--- src/rtl/cnn_conv2_mac_acc.sv ---
// conv2 MAC accumulator: sums NUM_TERMS signed products per pixel, adds bias,
// rounds/shifts, applies ReLU + saturation and hands the activation downstream.
module cnn_conv2_mac_acc #(
  parameter int PROD_WIDTH = 23,
  parameter int BIAS_WIDTH = 14,
  parameter int ACC_WIDTH  = 32,
  parameter int NUM_TERMS  = 150,
  parameter int SHIFT      = 8,
  parameter int OUT_WIDTH  = 8
) (
  input  logic                  ap_clk,
  input  logic                  ap_rst_n,
  input  logic                  in_valid,
  output logic                  in_ready,
  input  logic [PROD_WIDTH-1:0] in_prod,
  input  logic                  in_last,
  input  logic [BIAS_WIDTH-1:0] bias_in,
  output logic                  out_valid,
  input  logic                  out_ready,
  output logic [OUT_WIDTH-1:0]  out_data,
  output logic                  err_last
);

  localparam int CNT_W = (NUM_TERMS > 1) ? $clog2(NUM_TERMS) : 1;
  localparam int AW1   = ACC_WIDTH + 1;

  localparam logic [1:0] S_ACCUM  = 2'd0;
  localparam logic [1:0] S_FINISH = 2'd1;
  localparam logic [1:0] S_OUT    = 2'd2;

  localparam logic signed [AW1-1:0] RND     = AW1'(2 ** (SHIFT - 1));
  localparam logic signed [AW1-1:0] OUT_MAX = AW1'(2 ** (OUT_WIDTH - 1) - 1);

  logic [1:0]                  r_state;
  logic signed [ACC_WIDTH-1:0] r_acc;
  logic [CNT_W-1:0]            r_cnt;
  logic [BIAS_WIDTH-1:0]       r_bias;
  logic                        r_out_valid;
  logic [OUT_WIDTH-1:0]        r_out_data;
  logic                        r_err;

  logic                        w_in_fire;
  logic                        w_out_fire;
  logic                        w_last_term;
  logic signed [ACC_WIDTH-1:0] w_prod_ext;
  logic signed [AW1-1:0]       w_t;
  logic signed [AW1-1:0]       w_r;
  logic [OUT_WIDTH-1:0]        w_sat;

  // Gated by reset so upstream sees not-ready for the whole reset window.
  assign in_ready    = (r_state == S_ACCUM) && ap_rst_n;
  assign out_valid   = r_out_valid;
  assign out_data    = r_out_data;
  assign err_last    = r_err;

  assign w_in_fire   = in_valid && in_ready;
  assign w_out_fire  = r_out_valid && out_ready;
  assign w_last_term = (r_cnt == CNT_W'(NUM_TERMS - 1));
  assign w_prod_ext  = {{(ACC_WIDTH - PROD_WIDTH){in_prod[PROD_WIDTH-1]}}, in_prod};

  // Round-half-up then arithmetic shift; one guard bit keeps the sum exact.
  assign w_t = {r_acc[ACC_WIDTH-1], r_acc}
             + {{(AW1 - BIAS_WIDTH){r_bias[BIAS_WIDTH-1]}}, r_bias}
             + RND;
  assign w_r = w_t >>> SHIFT;

  always_comb begin
    w_sat = w_r[OUT_WIDTH-1:0];
    if (w_r[AW1-1]) begin
      w_sat = '0;
    end else if (w_r > OUT_MAX) begin
      w_sat = OUT_MAX[OUT_WIDTH-1:0];
    end
  end

  always_ff @(posedge ap_clk or negedge ap_rst_n) begin
    if (!ap_rst_n) begin
      r_state     <= S_ACCUM;
      r_acc       <= '0;
      r_cnt       <= '0;
      r_bias      <= '0;
      r_out_valid <= 1'b0;
      r_out_data  <= '0;
      r_err       <= 1'b0;
    end else begin
      case (r_state)
        S_ACCUM: begin
          if (w_in_fire) begin
            if (r_cnt == '0) begin
              r_acc  <= w_prod_ext;
              r_bias <= bias_in;
            end else begin
              r_acc <= r_acc + w_prod_ext;
            end
            if (w_last_term) begin
              r_cnt   <= '0;
              r_state <= S_FINISH;
            end else begin
              r_cnt <= r_cnt + CNT_W'(1);
            end
            // Count decides completion; in_last only feeds the sticky flag.
            if (in_last != w_last_term) begin
              r_err <= 1'b1;
            end
          end
        end
        S_FINISH: begin
          r_out_data  <= w_sat;
          r_out_valid <= 1'b1;
          r_state     <= S_OUT;
        end
        S_OUT: begin
          if (w_out_fire) begin
            r_out_valid <= 1'b0;
            r_acc       <= '0;
            r_state     <= S_ACCUM;
          end
        end
        default: begin
          r_state <= S_ACCUM;
        end
      endcase
    end
  end

endmodule

--- config.mk ---
export PLATFORM = sky130hd
export DESIGN_NAME = cnn_conv2_mac_acc
export DESIGN_NICKNAME = d
export VERILOG_FILES = /design/src/rtl/cnn_conv2_mac_acc.sv
export SDC_FILE = /design/constraint.sdc
export NUM_CORES = 1
export LEC_CHECK = 0
export CAP_MARGIN = 5
export CORE_UTILIZATION = 55
export CTS_CLUSTER_SIZE = 40
export DETAILED_ROUTE_END_ITERATION = 16
export PLACE_DENSITY = 0.79
export SYNTH_ARGS = -nofsm -noshare
export SYNTH_HDL_FRONTEND = slang
export SYNTH_SLANG_ARGS = --single-unit
--- constraint.sdc ---
create_clock -name ap_clk -period 5.9 [get_ports ap_clk]
set_clock_uncertainty 0.2 [all_clocks]
set_input_delay 0.885 -clock ap_clk [delete_from_list [all_inputs] [get_ports ap_clk]]
set_output_delay 0.885 -clock ap_clk [all_outputs]
set_load 0.02 [all_outputs]
# After elaboration in Yosys (flattened, before gate mapping)
# Cells that the tools add are included.
# W data, S select, Z words.
# op_classes
addsub	4
order_cmp	1
n_eq_ne	7
muxes	13
reduce_logical	13
# ops
cell	count
$mux W32	3
$pmux W32 S2	1
$add A32 B14 Y33	1
$add A33 B8 Y33 const B	1
$add A32 B23 Y32	1
$gt A25 B8 Y1 const B	1
$mux W8	3
$reduce_and A3 Y1	4
$add A8 B1 Y8 const B	1
$eq A8 B8 Y1 const B	1
$logic_not A8 Y1	1
$mux W2	3
$ne A2 B2 Y1 const B	3
$pmux W2 S3	1
$reduce_and A2 Y1	2
$reduce_bool A2 Y1	2
$logic_and A1 B1 Y1	3
$eq A2 B1 Y1 const B	1
$eq A2 B2 Y1 const B	1
$logic_not A2 Y1	1
$pmux W1 S2	1
$mux W1	1
$ne A1 B1 Y1	1
# totals
ff_bits	66
input_bits	42
output_inout_bits	11
elab_cells	45

# Logic depth before layout (Yosys ltp)
# Gate-level depths: netlist of the first run.
# logic_depth
word_depth	5
mapped_depth	13
ltp_nobuf	13

# Least setup slack after synthesis of the first run
# Ideal clock, no wire load.
# synth_timing
path_kind	input port to flip-flop
start	input in_prod[5]
end	register r_acc[30]
setup_ps	122
t_arrival_ps	3545
required_time_ps	5578
setup_slack_ps	2033
path_stages	10
n_path_buf	0
cell_sequence	ha_1 > or4_4 > o21ai_2 > a31oi_2 > a221o_2 > a211oi_2 > o311ai_1 > a31o_1 > or4_1 > a32o_1
# synth_via
elab_chain_cells	4
# synth_rtl
element	line_no	rtl
start: declaration	15	input logic [PROD_WIDTH-1:0] in_prod,
$add A32 B23 Y32	93	r_acc <= r_acc + w_prod_ext;
$mux W32	89	if (r_cnt == '0) begin
$mux W32	88	if (w_in_fire) begin
$pmux W32 S2	86	case (r_state)
end signal: assignment	90	r_acc <= w_prod_ext;
end signal: assignment	93	
end: declaration	35	logic signed [ACC_WIDTH-1:0] r_acc;
# No other way between the ends. The select of a mux whose other input is x is not followed.
# A chain may end at the register's enable or synchronous reset.

# Final worst setup path of the first run
# layout_timing
start	input in_prod[17]
end	register r_acc[31]
# Same word-level chain as after synthesis.

==> summary.md, run 1 <==
| Metric | Value |
|---|---|
| Most frequent cells in the layout | 95 x ha_1, 66 x o21ai_0, 66 x dfrtp_1, 65 x a21oi_1, 57 x nand2_1 |
| Crit path largest cell delay | 530 ps |
| Clk sinks | 66 |
| Crit-path cells | clkdlybuf4s50_1 -> ha_1 -> a21o_1 -> or4_1 -> o221a_2 -> a2111oi_1 -> o31ai_1 -> o41ai_1 -> or4_1 -> o211ai_1 -> a221o_1 |
| Antenna violations before repair | 0 |
| Core area | 11000 um^2 |
| Worst-margin pin slew | 1070 ps |
| Number of global-route vias before repair | approximately 5500 |
| Setup TNS Final | 0 ps |
| CP required | 5930 ps |
| Most frequent cell on the critical path | or4_1 |
| Max Freq | ~0.23 GHz |
| Via/cell ratio | 6.29 |
| Crit path kind | primary input to flop |
| Critical path launch point type | primary input |
| Final setup violation count | 0 |
| Final Non-Filler Cells | 923 |
| Synth area leader | dfrtp_1 |
| Max-slew violations | 0 |
| Input/output buffers | 52 |
| Wire length per cell | about 17 um |
| Reg clk slew, reported paths | 60 ps |
| Setup crit start | in_prod[17] |
| Gate Count Post-Synth | approximately 740 |
| Overall Global Routing Usage | 28.3% |
| Placed Area | 6940 um^2 |
| Synth-to-Final Area Change | 14.3% |
| Crit Reg-Reg Startpoint | r_bias[13]$_DFFE_PN0P_ |
| Worst slew margin | between 20% and 30% |
| Commonest non-fill, non-tap cell in the layout | ha_1 |
| Min-delay src | err_last$_DFFE_PN0P_ |
| Sequential share of the synthesized area | 26.2% |
| CTS-repair resized insts | 0 |
| Critical Path Fanout Max | 6 |
| Gr ovfl total | 0 |
| Num CTS Buffers | 9 |
| Root Buffer | clkbuf_16 |
| CTS tree | yes |
| Area contributors post-synth | dfrtp_1 26%, ha_1 19%, o21ai_0 5.2%, a21oi_1 5.2%, nand2_1 3.4% |
| Post-CTS Setup Repair Bufs | 0 |
| First-pass GRT wire length | 26000 um |
| Die span in y | 109 um |
| CP max-delay cell | a2111oi_1 |
| Nets@finish | 916 |
| Top Ports | 53 |
| Antenna viol nets, final | 0 |
| N_diodes | 0 |
| Syn nets | 874 |
| Site Rows | 38 |
| Unrepaired setup endpoints after global routing | no |
| Largest net degree at the start of global routing | 67 |
| Worst setup EP type | flop |
| Die area | 11900 um^2 |
| Final Cell Area | 7210 um^2 |
| Synth top area share | 26.2% |
| Global placement routability congestion | between 0.8 and 0.9 |
| DRC | 0 |
| Power per cell area | 189 nW/um^2 |
| Maxcap violations | 0 |
| Final WL | 15900 um |
| Post-synth EDFFs | 0 |
| Clock Latency Late Sink | 350 ps |
| Crit path DAT | ~4400 ps |
| H-tree depth | 3 |
| Distinct cells, synth | 71 |
| TritonRoute pass-1 iters | 5 |
| Initial core utilization | approximately 57% |
| Vias | roughly 5800 |
| Period utilisation layout | 74.2% |
| Dpl hpwl | 12100 um |
| Deepest clock path buffer count | 2 |
| Number of DRC markers in iteration 0 | 366 |
| Hold bufs inserted after CTS | 0 |
| Ys flop type | dfrtp_1 |
| Fraction of registers with async set/reset | 100% |
| Layout cell share with drive strength beyond 1 | 6.90% |
| Cell total after placement | between 900 and 1000 |
| Maximum VDD drop | around 0.21 mV |
| Leak | between 0.003 and 0.004 uW |
| Die X | 109 um |
| Fin crit period | 4380 ps |
| Synth Register Bits | 66 |
| Synthesized area per cell | 8.57 um^2 |
| HP Class | flop to flop |
| Cell Area, Synth | about 6300 um^2 |
| Fin. Hold Viols | 0 |
| Status | finished clean |
| Synth warnings | 0 |
kinds of logic (layout without fill, tap and decap cells):
family | count (synthesis) | after routing | share of synthesized area [%]
flops | 66 | 66 | 26.2
xor+xnor | 41 | 41 | 5.70
simple gates | 211 | 211 | 16.7
fa+ha+maj | 96 | 96 | 19.2
buf+inv | 52 | 99 | 3.10
compound gates | 251 | 251 | 25.9
mux | 19 | 19 | 3.27
power by group:
part / total (uW) / switching [uW] / internal, uW
combinational: 379 / 213 / 166
sequential: 482 / 15.8 / 466
clock: 499 / 217 / 282
path summary, 6_finish.rpt:
check	endpoint	slack, ps	cells after the start
worst max-delay path	r_acc[31]$_DFFE_PN0P_	1520	11
worst min-delay path	err_last$_DFFE_PN0P_	250	1
worst max register to register	out_data[4]$_DFFE_PN0P_	1620	11
worst min register to register	err_last$_DFFE_PN0P_	250	1
max in group asynchronous	r_acc[27]$_DFFE_PN0P_	4350	2
min in group asynchronous	out_valid$_DFFE_PN0P_	550	2
flip-flops by register name (all words and copies together), names as in the netlist:
name and count:
r_acc 32, r_bias 14, out_data 8, r_cnt 8, r_state 2, err_last 1
out_valid 1
per-layer routing:
metal / wire length [um] / vias to the layer above / track usage, %
li1: - / 2849 / -
met4: 506 / 0 / 11.5
met1: 6790 / 2731 / 33.8
met5: 0 / - / 0
met2: 7700 / 185 / 48.8
met3: 894 / 38 / 6.34
metrics by stage:
stage / setup WS (ps) / utilization, % / hold WS [ps] / total power, uW
2_1_floorplan: 2030 / - / 268 / 755
3_3_place_gp: 1400 / 63.2 / 237 / 851
3_5_place_dp: 1250 / 63.2 / 244 / 863
4_1_cts: 1600 / 65.6 / 256 / 1370
5_1_grt: 1280 / 65.6 / 284 / 1440
6_report: 1520 / 65.6 / 254 / 1360
cell type report:
type | instances | area (um^2)
multi-input combinational | 618 | 4460
clock buffer | 9 | 225
fill | 888 | 3770
tap | 140 | 175
sequential | 66 | 1650
timing repair buffer | 56 | 546
inverter | 27 | 101
clock inverter | 7 | 46.3
cell usage after synthesis, drive strengths merged (11+ instances only):
library cell / instances
inv: 27
xor2: 24
and3: 11
a21oi: 66
ha: 95
nand4: 13
clkbuf: 24
nand3: 19
xnor2: 17
mux2: 13
a21o: 25
dfrtp: 66
o21ai: 69
nor2: 54
nand2: 57
critical path: cells and delay by family:
| family | cells | cell delay, ps |
|---|---|---|
| simple gates | 2 | 630 |
| buf+inv | 1 | 430 |
| compound gates | 7 | 2080 |
| fa+ha+maj | 1 | 380 |
No activity file was read; power rests on OpenSTA's default activity.
==> inputs of run 2 (changes only) <==
==> constraint.sdc (replaced) <==
create_clock -name ap_clk -period 4.15 [get_ports ap_clk]
set_clock_uncertainty 0.2 [all_clocks]
set_input_delay 0.6225 -clock ap_clk [delete_from_list [all_inputs] [get_ports ap_clk]]
set_output_delay 0.6225 -clock ap_clk [all_outputs]
set_load 0.02 [all_outputs]
==> summary.md, run 2 (synthesis gave the netlist of run 1 again) <==
| Metric | Value |
|---|---|
| Setup TNS Final | 0 ps |
| Cell total after placement | 922 |
| Worst setup EP type | flop |
| Die span in y | roughly 110 um |
| Top Ports | 53 |
| Fin crit period | 3980 ps |
| HP Class | flop to flop |
| CP required | 4150 ps |
| Worst slew margin | between 40% and 50% |
| First-pass GRT wire length | about 27000 um |
| Final Cell Area | ~7400 um^2 |
| Worst-margin pin slew | 883 ps |
| Final Non-Filler Cells | 938 |
| Fillers | roughly 890 |
| Antenna violations before repair | 0 |
| Biggest regs | r_acc x32, r_bias x14 |
| Crit-path cells | buf_4 -> ha_1 -> ha_2 -> nand2_1 -> or4_1 -> o2bb2ai_1 -> nor2_1 -> o311ai_1 -> nand4_1 -> nor4_4 -> buf_4 -> a41oi_1 |
| Initial core utilization | 57.4% |
| TritonRoute pass-1 iters | 5 |
| Max-slew violations | 0 |
| CP max-delay cell | or4_1 |
| Root Buffer | clkbuf_16 |
| DRC | 0 |
| Final cell utilization of the core | approximately 68% |
| Synth-to-Final Area Change | 17.8% |
| Maximum VDD drop | about 0.3 mV |
| Hold bufs inserted after CTS | 0 |
| N_diodes | 0 |
| Crit path largest cell delay | 530 ps |
| Area of the multi-input gates | 4490 um^2 |
| Global placement routability congestion | 0.950 |
| Fin. Hold Viols | 0 |
| Core area | 11000 um^2 |
| Number of DRC markers in iteration 0 | 425 |
| Via/cell ratio | 6.30 |
| Commonest non-fill, non-tap cell in the layout | ha_1 |
| Leak | roughly 0.0036 uW |
| H-tree depth | 3 |
| Final setup violation count | 0 |
| FF/Latch Area | approximately 1700 um^2 |
| Number of flip-flops in the largest register | 32 |
| Deepest clock path buffer count | 2 |
| Wire length per cell | 17.3 um |
| Crit path DAT | 3980 ps |
| Gr ovfl total | 0 |
| Site Rows | 38 |
| Nets@finish | 932 |
| Input/output buffers | 52 |
| Family with the most delay on the worst path | simple AND/OR/NAND/NOR gates |
| Largest net degree at the start of global routing | 67 |
| Most frequent cells in the layout | 94 x ha_1, 66 x o21ai_0, 65 x a21oi_1, 65 x dfrtp_1, 57 x nand2_1 |
| Overall Global Routing Usage | about 29% |
| Crit path kind | flop to flop |
| Layout cell share with drive strength beyond 1 | 9.27% |
| Dpl hpwl | 12200 um |
| Crit path buffers/inverters | 2 |
| Maxcap violations | 0 |
| Final WL | 16200 um |
| Num CTS Buffers | 9 |
| Overall power | 2150 uW |
| Top reg by flops | r_acc |
| Most frequent cell on the critical path | buf_4 |
| Die X | 109 um |
| Power per cell area | 290 nW/um^2 |
| Die area | 11900 um^2 |
| Vias | 5914 |
| Number of global-route vias before repair | 5745 |
| Placed Area | 7050 um^2 |
| CTS tree | yes |
| Clk sinks | 66 |
| Period utilisation layout | 95.9% |
| Reg clk slew, reported paths | 60 ps |
| Max Freq | 0.251 GHz |
| Antenna viol nets, final | 0 |
| Critical path launch point type | flop |
| Critical Path Fanout Max | 12 |
| Clock Latency Late Sink | ~350 ps |
| Status | finished clean |
## run 2: cell types whose count changed in the layout (fill, tap and decap cells not counted), moves of 3 or more
cell,before,now
clkinv_2,3,0
buf_4,4,20
bufinv_16,0,3
clkinvlp_4,3,0
## run 2: final timing paths
path                                            to                   start  slack, ps  cells after the start
max in group asynchronous   r_bias[13]$_DFFE_PN0P_                ap_rst_n       2780                      2
max                        out_data[1]$_DFFE_PN0P_  r_bias[13]$_DFFE_PN0P_        170                     12
min in group asynchronous    r_acc[30]$_DFFE_PN0P_                ap_rst_n        340                      2
min reg2reg                   err_last$_DFFE_PN0P_    err_last$_DFFE_PN0P_        250                      1
max reg2reg                out_data[1]$_DFFE_PN0P_  r_bias[13]$_DFFE_PN0P_        170                     12
min                           err_last$_DFFE_PN0P_    err_last$_DFFE_PN0P_        250                      1
## run 2: area by class of cell
type	count	area share [%]
multi-input combinational	618	60.5
sequential	66	22.3
timing repair buffer	72	8.96
clock buffer	11	3.27
tap	140	2.36
inverter	27	1.36
clock inverter	4	1.33
## run 2: power by group
part / leakage (uW) / internal [uW] / switching (uW)
logic: 0.00254 / 249 / 312
registers: 0.000878 / 663 / 20.7
clock network: 0.000166 / 602 / 305
## run 2: repair_timing
item | in CTS | in global routing
endpoints found under the setup margin | 1 | 8
buffers inserted | 0 | 1
resized for setup | 1 | 6
pin swaps | 0 | 1
gates cloned | 0 | 0
## run 2: metal layers
layer | vias up | global-route usage, % | share of wire (%)
met2 | 174 | 50.5 | 50
met5 | - | 0 | 0
met1 | 2815 | 35.0 | 43
met4 | 0 | 11.2 | 2.7
li1 | 2883 | - | -
met3 | 42 | 6.58 | 5.2
## run 2: through the flow
step / hold WS [ps] / setup slack, ps
floorplan: 127 / 390
global placement: 237 / -117
detailed placement: 244 / -354
CTS: 257 / 50.6
global route: 272 / -18.7
finish: 251 / 171
==> inputs of run 3 (changes only) <==
--- a/config.mk
+++ b/config.mk
@@ -5,11 +5,13 @@
 export SDC_FILE = /design/constraint.sdc
 export NUM_CORES = 1
 export LEC_CHECK = 0
+export ABC_AREA = 1
 export CAP_MARGIN = 5
 export CORE_UTILIZATION = 55
 export CTS_CLUSTER_SIZE = 40
 export DETAILED_ROUTE_END_ITERATION = 16
 export PLACE_DENSITY = 0.79
+export SLEW_MARGIN = 20
 export SYNTH_ARGS = -nofsm -noshare
 export SYNTH_HDL_FRONTEND = slang
 export SYNTH_SLANG_ARGS = --single-unit
==> summary.md, run 3 <==
| Metric | Value |
|---|---|
| Final setup violation count | 0 |
| CP required | 4190 ps |
| Setup crit start | r_bias[13]$_DFFE_PN0P_ |
| Reg-to-reg slack, setup | 730 ps |
| Top Ports | 53 |
| Site Rows | 41 |
| Gate Count Post-Synth | 1107 |
| Layout cell share with drive strength beyond 1 | 5.65% |
| Root Buffer | clkbuf_16 |
| Synth cell count leaders | 326 x nand2_1, 152 x inv_1, 105 x nor2_1, 95 x ha_1, 76 x o21ai_0 |
| Most frequent cells in the layout | 326 x nand2_1, 152 x inv_1, 104 x nor2_1, 95 x ha_1, 76 x o21ai_0 |
| Biggest regs | r_acc x32, r_bias x14 |
| Deepest clock path buffer count | 2 |
| Final Non-Filler Cells | 1341 |
| Status | finished clean |
| Period utilisation layout | 82.3% |
| Worst setup EP type | flop |
| Num CTS Buffers | 9 |
| Max-slew violations | 0 |
| Max Freq | 0.293 GHz |
| RR Endpoint | out_data[5]$_DFFE_PN0P_ |
| Critical Path Fanout Max | 19 |
| Synth-to-Final Area Change | 14.3% |
| Fraction of registers with async set/reset | 100% |
| Number of global-route vias before repair | just over 7000 |
| Top reg by flops | r_acc |
| Syn nets | ~1200 |
| Hold_ws | 278 ps |
| Die X | 117 um |
| N_diodes | 0 |
| Synth area leader | dfrtp_1 |
| Die area | between 10000 and 15000 um^2 |
| Hold bufs inserted after CTS | 0 |
| Worst-margin pin slew | 877 ps |
| HP Class | flop to flop |
| Global placement routability congestion | ~1.0 |
| Gr ovfl total | 0 |
| Power per cell area | 866 nW/um^2 |
| Final WS setup | 733 ps |
| Most common cell in the synthesized netlist | nand2_1 |
| TritonRoute pass-1 iters | 5 |
| Placed Area | 7980 um^2 |
| Die span in y | approximately 120 um |
| Reg2reg path depth | 18 |
| Cell Area, Synth | a little over 7000 um^2 |
| Final Cell Area | 8290 um^2 |
| Critical path launch point type | flop |
| Commonest non-fill, non-tap cell in the layout | nand2_1 |
| Maxcap violations | 0 |
| Place WS | roughly 700 ps |
| Fin. Hold Viols | 0 |
| CTS tree | yes |
| Sequential share of the synthesized area | 22.8% |
| Antenna violations before repair | 0 |
| Via/cell ratio | ~5.5 |
| Overall Global Routing Usage | 31.5% |
| Vias | roughly 7400 |
| Area contributors post-synth | dfrtp_1 23%, nand2_1 17%, ha_1 16%, inv_1 7.9%, nor2_1 5.4% |
| Final WL | 19900 um |
| Maximum VDD drop | 0.411 mV |
| Synth warnings | 0 |
| Number of flip-flops in the largest register | 32 |
| DRC | 0 |
| Worst slew margin | approximately two fifths |
| First-pass GRT wire length | 33200 um |
| CTS-repair resized insts | 0 |
| Share of power burned in the clock network | 11.2% |
| Reg clk slew, reported paths | 60 ps |
| H-tree depth | 3 |
| Reg power frac | 16.2% |
| Crit Reg-Reg Startpoint | r_bias[13]$_DFFE_PN0P_ |
| Core area | 12700 um^2 |
| Post-synth EDFFs | 0 |
| CP Capture Point | out_data[5]$_DFFE_PN0P_ |
| Dpl hpwl | 15700 um |
| Input/output buffers | 52 |
| Setup TNS Final | 0 ps |
| Fillers | 1170 |
| Number of DRC markers in iteration 0 | 484 |
| Unrepaired setup endpoints after global routing | no |
| Cell total after placement | around 1300 |
| Comb pwr share | ~73% |
| Wire length per cell | approximately 15 um |
| Synthesized area per cell | 6.55 um^2 |
| Antenna viol nets, final | 0 |
| Crit path kind | flop to flop |
| Leak | between 0.004 and 0.005 uW |
| Synth Register Bits | 66 |
| Clk sinks | 66 |
| Clock Latency Late Sink | 350 ps |
| Largest net degree at the start of global routing | 67 |
| Ys flop type | dfrtp_1 |
| Crit path DAT | 3460 ps |
| Post-CTS Setup Repair Bufs | 0 |
| Initial core utilization | 57.0% |
| Nets@finish | 1302 |
| Fin crit period | 3420 ps |
| Min-Delay Path Depth | 2 |
| Synth top area share | a little under a quarter |
| Distinct cells, synth | between 40 and 50 |
| Switching power | 3880 uW |
| Int Pwr | 3290 uW |
| Switch share | between 50% and 60% |
-- run 3: cell count changes after synthesis, sizes merged, moves of 15 or more --
cell    before  now
clkbuf      24    7
nor2        54  112
a21o        25    6
nand2       57  334
nand3       19   53
o21ai       69   84
inv         27  156
-- run 3: area by class of cell --
class / count / area (um^2) / share of cell area, %
repair buffers: 57 / 553 / 6.67
multi-input cells: 873 / 4970 / 59.9
inverters: 157 / 589 / 7.11
well taps: 172 / 215 / 2.60
clock inverters: 5 / 61.3 / 0.740
clock buffers: 11 / 253 / 3.05
flip-flops and latches: 66 / 1650 / 19.9
-- run 3: cell families (layout without fill, tap and decap cells) --
| group | count (synthesis) | after routing | synth area share [%] |
|---|---|---|---|
| mux | 12 | 12 | 1.86 |
| flops | 66 | 66 | 22.8 |
| fa+ha+maj | 96 | 96 | 16.7 |
| compound gates | 190 | 190 | 14.3 |
| buf+inv | 168 | 230 | 8.77 |
| xor+xnor | 30 | 30 | 3.73 |
| simple gates | 545 | 545 | 31.9 |
-- run 3: worst min path at each step --
stage,startpoint,to,slack [ps]
global route,out_data[5]$_DFFE_PN0P_,out_data[5]$_DFFE_PN0P_,310
global placement,out_data[3]$_DFFE_PN0P_,out_data[3]$_DFFE_PN0P_,260
floorplan,ap_rst_n,err_last$_DFFE_PN0P_,130
detailed placement,out_data[0]$_DFFE_PN0P_,out_data[0]$_DFFE_PN0P_,260
CTS,out_data[0]$_DFFE_PN0P_,out_data[0]$_DFFE_PN0P_,280
finish,out_data[0]$_DFFE_PN0P_,out_data[0]$_DFFE_PN0P_,280
-- run 3: power by group through the flow --
stage | Clock (uW) | Sequential [uW] | Combinational (uW)
floorplan | 0 | 1040 | 3980
global placement | 0 | 1150 | 5000
detailed placement | 0 | 1160 | 5050
CTS | 817 | 1150 | 5120
global route | 849 | 1180 | 5890
finish | 807 | 1160 | 5210
-- run 3: per-stage QoR --
stage	total power [uW]	utilization [%]
2_1_floorplan	5030	-
3_3_place_gp	6150	62.7
6_report	7180	65.2
5_1_grt	7930	65.2
3_5_place_dp	6210	62.7
4_1_cts	7090	65.2
-- run 3: metal layers --
metal / GRT usage, % / routed length, um / share of wire, %
met4: 13.9 / 661 / 3.3
met3: 4.43 / 1210 / 6.1
met5: 0 / 0 / 0
met2: 53.8 / 9110 / 46
met1: 39.8 / 8880 / 45
-- run 3: worst max-delay path, stage by stage, from the launching register on --
cell	delay [ps]
dfrtp_1	760
ha_1	360
ha_1	390
nand2_1	140
nor2_1	220
nand2_1	100
nor2_1	120
nand2_1	110
nand3_2	100
nand2_1	50
nand2_1	60
xor2_1	160
nand2_1	70
inv_1	50
nand3_1	100
nand2_2	140
nand2_1	70
nand2_1	60
nand2_1	50
